## config.mk

```make
export PLATFORM = sky130hd
export DESIGN_NAME = fetch_stage_flat
export DESIGN_NICKNAME = d
export VERILOG_FILES = /design/src/rtl/fetch_stage_if.sv /design/src/rtl/fetch_stage.sv /design/src/flat_wrapper.sv
export SDC_FILE = /design/constraint.sdc
export NUM_CORES = 1
export LEC_CHECK = 0
export BUFFER_PORTS_ARGS = -buffer_cell sky130_fd_sc_hd__clkbuf_2
export CAP_MARGIN = 0
export CORE_ASPECT_RATIO = 0.5
export CORE_MARGIN = 2
export CORE_UTILIZATION = 40
export CTS_CLUSTER_DIAMETER = 150
export DETAILED_ROUTE_END_ITERATION = 8
export GPL_TIMING_DRIVEN = 0
export PLACE_DENSITY_LB_ADDON = 0.1
export SLEW_MARGIN = 20
export SYNTH_ARGS = -nofsm -noshare
export SYNTH_HDL_FRONTEND = slang
export SYNTH_SLANG_ARGS = --single-unit
```

## constraint.sdc

```tcl
create_clock -name clk -period 9.25 [get_ports clk]
set_input_delay 1.3875 -clock clk [delete_from_list [all_inputs] [get_ports clk]]
set_output_delay 1.3875 -clock clk [all_outputs]
set_load 0.05 [all_outputs]
```

## src/rtl/fetch_stage_if.sv

```systemverilog
// Fetch-stage bus: instruction-memory port, execute redirect and the decode-side output handshake.
// Width macros WORD_BITS / DWORD_BITS default to 32 / 64 when not supplied by the build.
`ifndef WORD_BITS
`define WORD_BITS 32
`endif
`ifndef DWORD_BITS
`define DWORD_BITS 64
`endif

// out_valid/out_ready: the head entry transfers on a rising edge where both are high.
// out_valid never depends on out_ready, and a redirect in the same cycle cancels the transfer.
interface fetch_stage_if;
    logic [`DWORD_BITS-1:0] imem_pc;
    logic [`WORD_BITS-1:0]  imem_instr;
    logic                   redirect_valid;
    logic [`DWORD_BITS-1:0] redirect_pc;
    logic                   out_valid;
    logic                   out_ready;
    logic [`WORD_BITS-1:0]  out_instr;
    logic [`DWORD_BITS-1:0] out_pc;
    logic                   out_misaligned;

    modport master (
        output imem_pc,
        input  imem_instr,
        input  redirect_valid,
        input  redirect_pc,
        output out_valid,
        input  out_ready,
        output out_instr,
        output out_pc,
        output out_misaligned
    );

    modport slave (
        input  imem_pc,
        output imem_instr,
        output redirect_valid,
        output redirect_pc,
        input  out_valid,
        output out_ready,
        input  out_instr,
        input  out_pc,
        input  out_misaligned
    );
endinterface

```

## src/rtl/fetch_stage.sv

```systemverilog
// Instruction fetch: PC register, 2-entry {pc, instr, misaligned} buffer toward decode, redirect flush.
// Optional FETCH_MISALIGN_CHECK_EN: a misaligned redirect injects one flagged NOP and halts fetch.
`ifndef WORD_BITS
`define WORD_BITS 32
`endif
`ifndef DWORD_BITS
`define DWORD_BITS 64
`endif

module fetch_stage #(
    parameter logic [`DWORD_BITS-1:0] RESET_PC = 64'h0
) (
    input  logic          clk,
    input  logic          reset,
    fetch_stage_if.master bus,
    output logic          o_dbg_halt
);

    localparam logic [`WORD_BITS-1:0] NOP = 32'h0000_0013;

    typedef enum logic {
        S_RUN  = 1'b0,
        S_HALT = 1'b1
    } state_t;

    state_t                  r_state;
    state_t                  w_state_nxt;
    logic [`DWORD_BITS-1:0]  r_pc;
    logic [1:0]              r_count;
    logic                    r_rd;
    logic                    r_wr;
    logic [`DWORD_BITS-1:0]  r_ent_pc    [2];
    logic [`WORD_BITS-1:0]   r_ent_instr [2];
    logic                    w_pop;
    logic                    w_push;
    logic                    w_redir_mis;
    logic [`DWORD_BITS-1:0]  w_redir_pc;

    assign w_pop  = (r_count != 2'd0) & bus.out_ready;
    assign w_push = (r_state == S_RUN) & ~bus.redirect_valid & ((r_count < 2'd2) | w_pop);

`ifdef FETCH_MISALIGN_CHECK_EN
    logic [1:0] r_ent_mis;
    assign w_redir_mis        = bus.redirect_valid & (bus.redirect_pc[1:0] != 2'b00);
    assign w_redir_pc         = bus.redirect_pc;
    assign bus.out_misaligned = r_ent_mis[r_rd];
`else
    // Without the check, the low target bits are simply dropped.
    assign w_redir_mis        = 1'b0;
    assign w_redir_pc         = {bus.redirect_pc[`DWORD_BITS-1:2], 2'b00};
    assign bus.out_misaligned = 1'b0;
`endif

    always_comb begin
        w_state_nxt = r_state;
        if (bus.redirect_valid) begin
            w_state_nxt = w_redir_mis ? S_HALT : S_RUN;
        end
    end

    always_ff @(posedge clk or posedge reset) begin
        if (reset) begin
            r_state <= S_RUN;
        end else begin
            r_state <= w_state_nxt;
        end
    end

    always_ff @(posedge clk or posedge reset) begin
        if (reset) begin
            r_pc    <= RESET_PC;
            r_count <= 2'd0;
            r_rd    <= 1'b0;
            r_wr    <= 1'b0;
            for (int i = 0; i < 2; i++) begin
                r_ent_pc[i]    <= '0;
                r_ent_instr[i] <= '0;
            end
`ifdef FETCH_MISALIGN_CHECK_EN
            r_ent_mis <= 2'b00;
`endif
        end else if (bus.redirect_valid) begin
            // Redirect wins over any push/pop this cycle.
            r_pc <= w_redir_pc;
            r_rd <= 1'b0;
            if (w_redir_mis) begin
                r_ent_pc[0]    <= bus.redirect_pc;
                r_ent_instr[0] <= NOP;
`ifdef FETCH_MISALIGN_CHECK_EN
                r_ent_mis[0]   <= 1'b1;
`endif
                r_count        <= 2'd1;
                r_wr           <= 1'b1;
            end else begin
                r_count <= 2'd0;
                r_wr    <= 1'b0;
            end
        end else begin
            if (w_push) begin
                r_ent_pc[r_wr]    <= r_pc;
                r_ent_instr[r_wr] <= bus.imem_instr;
`ifdef FETCH_MISALIGN_CHECK_EN
                r_ent_mis[r_wr]   <= 1'b0;
`endif
                r_wr              <= ~r_wr;
                r_pc              <= r_pc + 64'd4;
            end
            if (w_pop) begin
                r_rd <= ~r_rd;
            end
            case ({w_push, w_pop})
                2'b10:   r_count <= r_count + 2'd1;
                2'b01:   r_count <= r_count - 2'd1;
                default: r_count <= r_count;
            endcase
        end
    end

    assign bus.imem_pc   = r_pc;
    assign bus.out_valid = (r_count != 2'd0);
    assign bus.out_instr = r_ent_instr[r_rd];
    assign bus.out_pc    = r_ent_pc[r_rd];
    assign o_dbg_halt    = (r_state == S_HALT);

endmodule

```

## src/flat_wrapper.sv

```systemverilog
// flat-port wrapper written by rule: the top's interface ports become plain ports
module fetch_stage_flat 
#(
    parameter logic [`DWORD_BITS-1:0] RESET_PC = 64'h0
)
  (clk, reset, o_dbg_halt, bus_imem_pc, bus_imem_instr, bus_redirect_valid, bus_redirect_pc, bus_out_valid, bus_out_ready, bus_out_instr, bus_out_pc, bus_out_misaligned);
  fetch_stage_if bus_i ();
  input  logic clk;
  input  logic reset;
  output logic o_dbg_halt;
  output wire logic [$bits(bus_i.imem_pc)-1:0] bus_imem_pc;
  input wire logic [$bits(bus_i.imem_instr)-1:0] bus_imem_instr;
  input wire logic [$bits(bus_i.redirect_valid)-1:0] bus_redirect_valid;
  input wire logic [$bits(bus_i.redirect_pc)-1:0] bus_redirect_pc;
  output wire logic [$bits(bus_i.out_valid)-1:0] bus_out_valid;
  input wire logic [$bits(bus_i.out_ready)-1:0] bus_out_ready;
  output wire logic [$bits(bus_i.out_instr)-1:0] bus_out_instr;
  output wire logic [$bits(bus_i.out_pc)-1:0] bus_out_pc;
  output wire logic [$bits(bus_i.out_misaligned)-1:0] bus_out_misaligned;
  assign bus_imem_pc = bus_i.imem_pc;
  assign bus_i.imem_instr = bus_imem_instr;
  assign bus_i.redirect_valid = bus_redirect_valid;
  assign bus_i.redirect_pc = bus_redirect_pc;
  assign bus_out_valid = bus_i.out_valid;
  assign bus_i.out_ready = bus_out_ready;
  assign bus_out_instr = bus_i.out_instr;
  assign bus_out_pc = bus_i.out_pc;
  assign bus_out_misaligned = bus_i.out_misaligned;
  fetch_stage #(.RESET_PC(RESET_PC)) u_core (.clk(clk), .reset(reset), .bus(bus_i), .o_dbg_halt(o_dbg_halt));
endmodule
```

==> results.tsv, run 1 <==
metric	value	unit
status	finished clean	
drive_gt1_frac	0.461	
coreArea	29300	sq um
grt_pass1_wl	53400	um
drv_slew	0	
die_y	127	um
place_hpwl	25000	um
yosysSeqAreaShare	0.527	
grt.busiest_layer	met2	
clockBufferDepth	3	
max_cap_violations	0	
utilization	0.506	
clock_sinks	254	
placed_cells	1643	
syn_area_per_cell	12.2	sq um
period_share	0.510	
crit_type	reg2out	
grtUsageMet1	0.297	
skew	0.0188	ns
pwr_density_cell	267	nW/um^2
drtPass1Iterations	5	
postCtsSetupBuffers	0	
finalPower	3.95	mW
endpoint_kind	output pin	
post-synth-top-area-fraction	0.527	
insertion_delay	0.54	ns
dpl_cell_area	13900	sq um
setup-violations-final	0	
vias_per_cell	5.37	
met3_usage	0.0304	
wirelength	34300	um
drt_iter0_markers	575	
first_global_vias	9269	
via_count	9074	
hold_class	reg2reg	
place_worst_setup_slack	4.96	ns
nets	1380	
yosysTopAreaCell	dfrtp_1	
die_w	250	um
cts_tree	built	
grt.met2_usage	0.363	
ys_types	40	
critPathRequiredTime	7.86	ns
ir_drop	0.125	mV
fin_ws	4.53	ns
final_cell_mix	mux2_2, clkbuf_2, dfrtp_1	
cp_max_fo	10	
syn_inst	991	
netlist_top_cells_area	dfrtp_1, mux2_2, nand2_1	
finish.instance_area	14800	sq um
hold_slack	0.495	ns
period_minus_slack	4.72	ns
rsz0062_at_grt	false	
synth_area	12100	sq um
ant_nets	0	
fin_tns_setup	0	ns
clkTransAtPathRegs	0.07	ns
portBuffers	254	
tightestPinTransition	0.973	ns
start_util	0.411	
cts.repair.resized	0	
p_leak	6.43	nW
groute.usage.overall	0.217	
root_buffer	clkbuf_16	
antenna_found_initial	2	
grt-ovfl-total	0	
fmax	0.212	GHz
rows	44	
die_area	31600	sq um
wire_per_inst	20.3	um
drc_errors	0	
worstPathArrival	3.33	ns
yosysWarnings	0	
final_common_cell	mux2_2	
cts_made_buffers	25	
cts_max_level	1	
cts_hold_buffers	0	
cp-start-kind	flip-flop	
grt_max_degree	105	
area_delta_synth_final	23.0	%
globalplace.congestion	0.810	
final_cells	1690	
io_pins	263	
slew_headroom	0.345	
synth-seq-cells	254	
report.final.hold_viol_count	0	
## path summary, 6_finish.rpt
path / startpoint / to / slack, ns / cells after the start
setup / recovery: u_core.r_rd / bus_out_pc[33] / 4.53 / 5
hold / removal: u_core.r_ent_pc[51] / u_core.r_ent_pc[51] / 0.50 / 2
setup reg to reg: u_core.r_count[1] / u_core.r_ent_pc[79] / 6.04 / 6
hold reg to reg: u_core.r_ent_pc[51] / u_core.r_ent_pc[51] / 0.50 / 2
max in group asynchronous: reset / u_core.bus.imem_pc[20] / 7.34 / 3
min in group asynchronous: reset / u_core.r_ent_instr[32] / 0.95 / 2
## cells in the mapped netlist, drive strengths merged
| cell type | number |
|---|---|
| mux2 | 282 |
| dfrtp | 254 |
| nand2 | 67 |
| clkbuf | 49 |
| nand3 | 38 |
| nor2 | 37 |
| o21ai | 37 |
| nand4 | 26 |
| a31oi | 25 |
| or4 | 21 |
| xor2 | 19 |
| buf | 17 |
| and3 | 13 |
| o31ai | 13 |
| or3 | 13 |
| xnor2 | 11 |
| and2 | 10 |
| nor3 | 8 |
| o211ai | 8 |
| inv | 7 |
| nor4 | 6 |
| a21oi | 5 |
| and4 | 4 |
| nor2b | 4 |
| a22oi | 3 |
| o31a | 3 |
| or2 | 3 |
| nand2b | 2 |
| or3b | 2 |
| conb | 1 |
| ha | 1 |
| mux2i | 1 |
| nand4b | 1 |
## cell type report
| type | count | area, sq um |
|---|---|---|
| fill | 2672 | 14500 |
| sequential | 254 | 6360 |
| multi-input combinational | 669 | 5400 |
| timing repair buffer | 256 | 1330 |
| clock buffer | 30 | 674 |
| tap | 391 | 489 |
| buffer | 66 | 288 |
| clock inverter | 15 | 256 |
| inverter | 7 | 33.8 |
| antenna | 2 | 5.00 |
## metal layers
layer / routed length [um] / up-vias
li1: - / 4180
met1: 15600 / 4627
met2: 16500 / 217
met3: 1330 / 50
met4: 874 / 0
met5: 0 / -
## power breakdown
group,switching (mW),leakage [nW],internal (mW)
clock,0.461,0.459,0.715
sequential,0.157,2.98,1.35
combinational,0.839,2.99,0.429
total,1.46,6.43,2.50
## flip-flops by register name, indices dropped and copies added (netlist names)
signal	count
u_core.r_ent_pc	124
u_core.r_ent_instr	64
u_core.bus.imem_pc	62
u_core.r_count	2
u_core.r_rd	1
u_core.r_wr	1
## cell families (layout without fill, tap and decap cells)
family	count (synthesis)	after routing	synth area share
buf+inv	73	374	0.0261
other cells	1	8	0.000311
mux	283	283	0.264
simple gates	255	255	0.112
flops	254	254	0.527
compound gates	94	94	0.0475
xor+xnor	30	30	0.0218
fa+ha+maj	1	1	0.00104
## worst max-delay path, cell delays in order, from the launching register on
cell and delay, ns:
dfrtp_1 0.32, clkbuf_1 0.45, buf_1 0.77, clkbuf_1 0.61, mux2_2 0.42, clkbuf_2 0.24
Power figures use the tool's default switching activity.
==> run 2: changes to the inputs <==
- clock period: 9.25 -> 4.4 ns (I/O delays scaled with it)
==> results.tsv, run 2 (synthesis results as in run 1) <==
metric	value	unit	change
status	finished clean		unchanged
worstPathArrival	3.36	ns	was 3.33 ns
clock_sinks	254		unchanged
cp-start-kind	flip-flop		unchanged
nets	1385		was 1380
period_share	0.914		
final_cell_mix	mux2_2, clkbuf_2, dfrtp_1		unchanged
final_common_cell	mux2_2		unchanged
grt_pass1_wl	54300	um	was 53400 um
placed_cells	1649		was 1643
pwr_density_cell	540	nW/um^2	was 267 nW/um^2
largest_reg_flops	124		unchanged
insertion_delay	0.53	ns	was 0.54 ns
cts_made_buffers	24		was 25
drv_slew	0		unchanged
place_hpwl	25700	um	was 25000 um
report.final.hold_viol_count	0		unchanged
groute.usage.overall	0.219		was 0.217
coreArea	29300	sq um	unchanged
period_minus_slack	4.02	ns	
rows	44		unchanged
rsz0062_at_grt	false		unchanged
fin_tns_setup	0	ns	unchanged
globalplace.congestion	0.799		was 0.810
pwr-share-comb	0.336		was 0.321
postCtsSetupBuffers	0		unchanged
via_count	9048		was 9074
first_global_vias	9517		was 9269
final_cells	1692		was 1690
r2r_cells	6		unchanged
finalPower	7.98	mW	was 3.95 mW
drive_gt1_frac	0.459		was 0.461
drc_errors	0		unchanged
cts_hold_buffers	0		unchanged
die_area	31600	sq um	unchanged
die_w	250	um	unchanged
grt-ovfl-total	0		unchanged
hold_class	in2async		was reg2reg
cts.repair.resized	0		unchanged
p_clk_frac	0.266		was 0.297
drtPass1Iterations	5		unchanged
crit_type	reg2out		unchanged
vias_per_cell	5.35		was 5.37
wirelength	34800	um	was 34300 um
io_pins	263		unchanged
fmax	0.249	GHz	
area_delta_synth_final	22.6	%	was 23.0%
root_buffer	clkbuf_16		unchanged
regMostFlops	u_core.r_ent_pc		unchanged
grt_max_degree	35		was 105
cts_max_level	1		unchanged
nFillCells	2717		was 2672
portBuffers	254		unchanged
start_util	0.411		unchanged
intPower	4.96	mW	was 2.50 mW
p_seq_frac	0.398		was 0.382
wire_per_inst	20.5	um	was 20.3 um
p_leak	6.40	nW	was 6.43 nW
swShare	0.378		was 0.368
setup-violations-final	0		unchanged
multiInputGateArea	5400	sq um	unchanged
ir_drop	0.304	mV	was 0.125 mV
clkTransAtPathRegs	0.07	ns	about the same
ant_nets	0		unchanged
cts_tree	built		unchanged
skew	0.0122	ns	was 0.0188 ns
p_sw	3.02	mW	was 1.46 mW
cp_max_fo	10		unchanged
endpoint_kind	output pin		unchanged
slew_headroom	0.396		was 0.345
max_cap_violations	0		unchanged
tightestPinTransition	0.898	ns	was 0.973 ns
regArea	6360	sq um	unchanged
drt_iter0_markers	653		was 575
die_y	127	um	unchanged
clockBufferDepth	3		unchanged
antenna_found_initial	1		was 2
critPathRequiredTime	3.74	ns	was 7.86 ns
==> run 2: cell count changes in the layout (fill, tap and decap cells not counted), sizes merged <==
| cell | change |
|---|---|
| buf | +6 |
| bufinv | -5 |
| clkinvlp | +1 |
| clkbuf | +4 |
| clkinv | -2 |
| inv | -1 |
| diode | -1 |
==> run 2: metal layers <==
metal | track usage | share of wire
met5 | 0 | 0
met2 | 0.379 | 0.49
met3 | 0.0322 | 0.038
met1 | 0.293 | 0.45
met4 | 0.0535 | 0.021
==> run 2: stage by stage <==
stage	utilization	worst slack (ns)	hold slack, ns	instance area, sq um
after detailed placement	0.477	0.707	0.467	14000
after global routing	0.504	0.236	0.137	14800
final	0.504	0.377	0.129	14800
after global placement	0.472	-1.15	0.458	13800
after CTS	0.504	0.331	0.119	14800
after floorplan	-	0.396	0.444	12100
==> run 2: area by class of cell <==
type                       instances  share of cell area
sequential                       254               0.430
multi-input combinational        669               0.366
timing repair buffer             262              0.0968
clock buffer                      34              0.0466
tap                              391              0.0331
buffer                            66              0.0195
clock inverter                     8             0.00626
inverter                           7             0.00203
antenna                            1            0.000169
==> run 2: final timing paths <==
| check | start | end | slack, ns |
|---|---|---|---|
| max | u_core.r_rd | bus_out_pc[37] | 0.38 |
| max reg2reg | u_core.r_count[1] | u_core.r_ent_pc[126] | 1.15 |
| min | reset | u_core.r_ent_instr[34] | 0.13 |
| min in group clk | bus_redirect_pc[19] | u_core.bus.imem_pc[19] | 0.34 |
| max in group asynchronous | reset | u_core.bus.imem_pc[15] | 3.26 |
| min reg2reg | u_core.r_ent_pc[43] | u_core.r_ent_pc[43] | 0.47 |
==> run 2: power by group through the flow <==
stage               Clock (mW)  Combinational (mW)  Sequential [mW]
CTS                       2.17                2.71             3.18
global placement             0                2.65             3.18
detailed placement           0                2.71             3.22
floorplan                    0                1.96             3.30
finish                    2.12                2.68             3.18
global route              2.27                2.83             3.25
==> run 2: critical path: stages (launching register included) <==
cell	delay, ns
dfrtp_1	0.33
clkbuf_1	0.50
buf_1	0.74
clkbuf_1	0.59
mux2_2	0.43
clkbuf_2	0.24
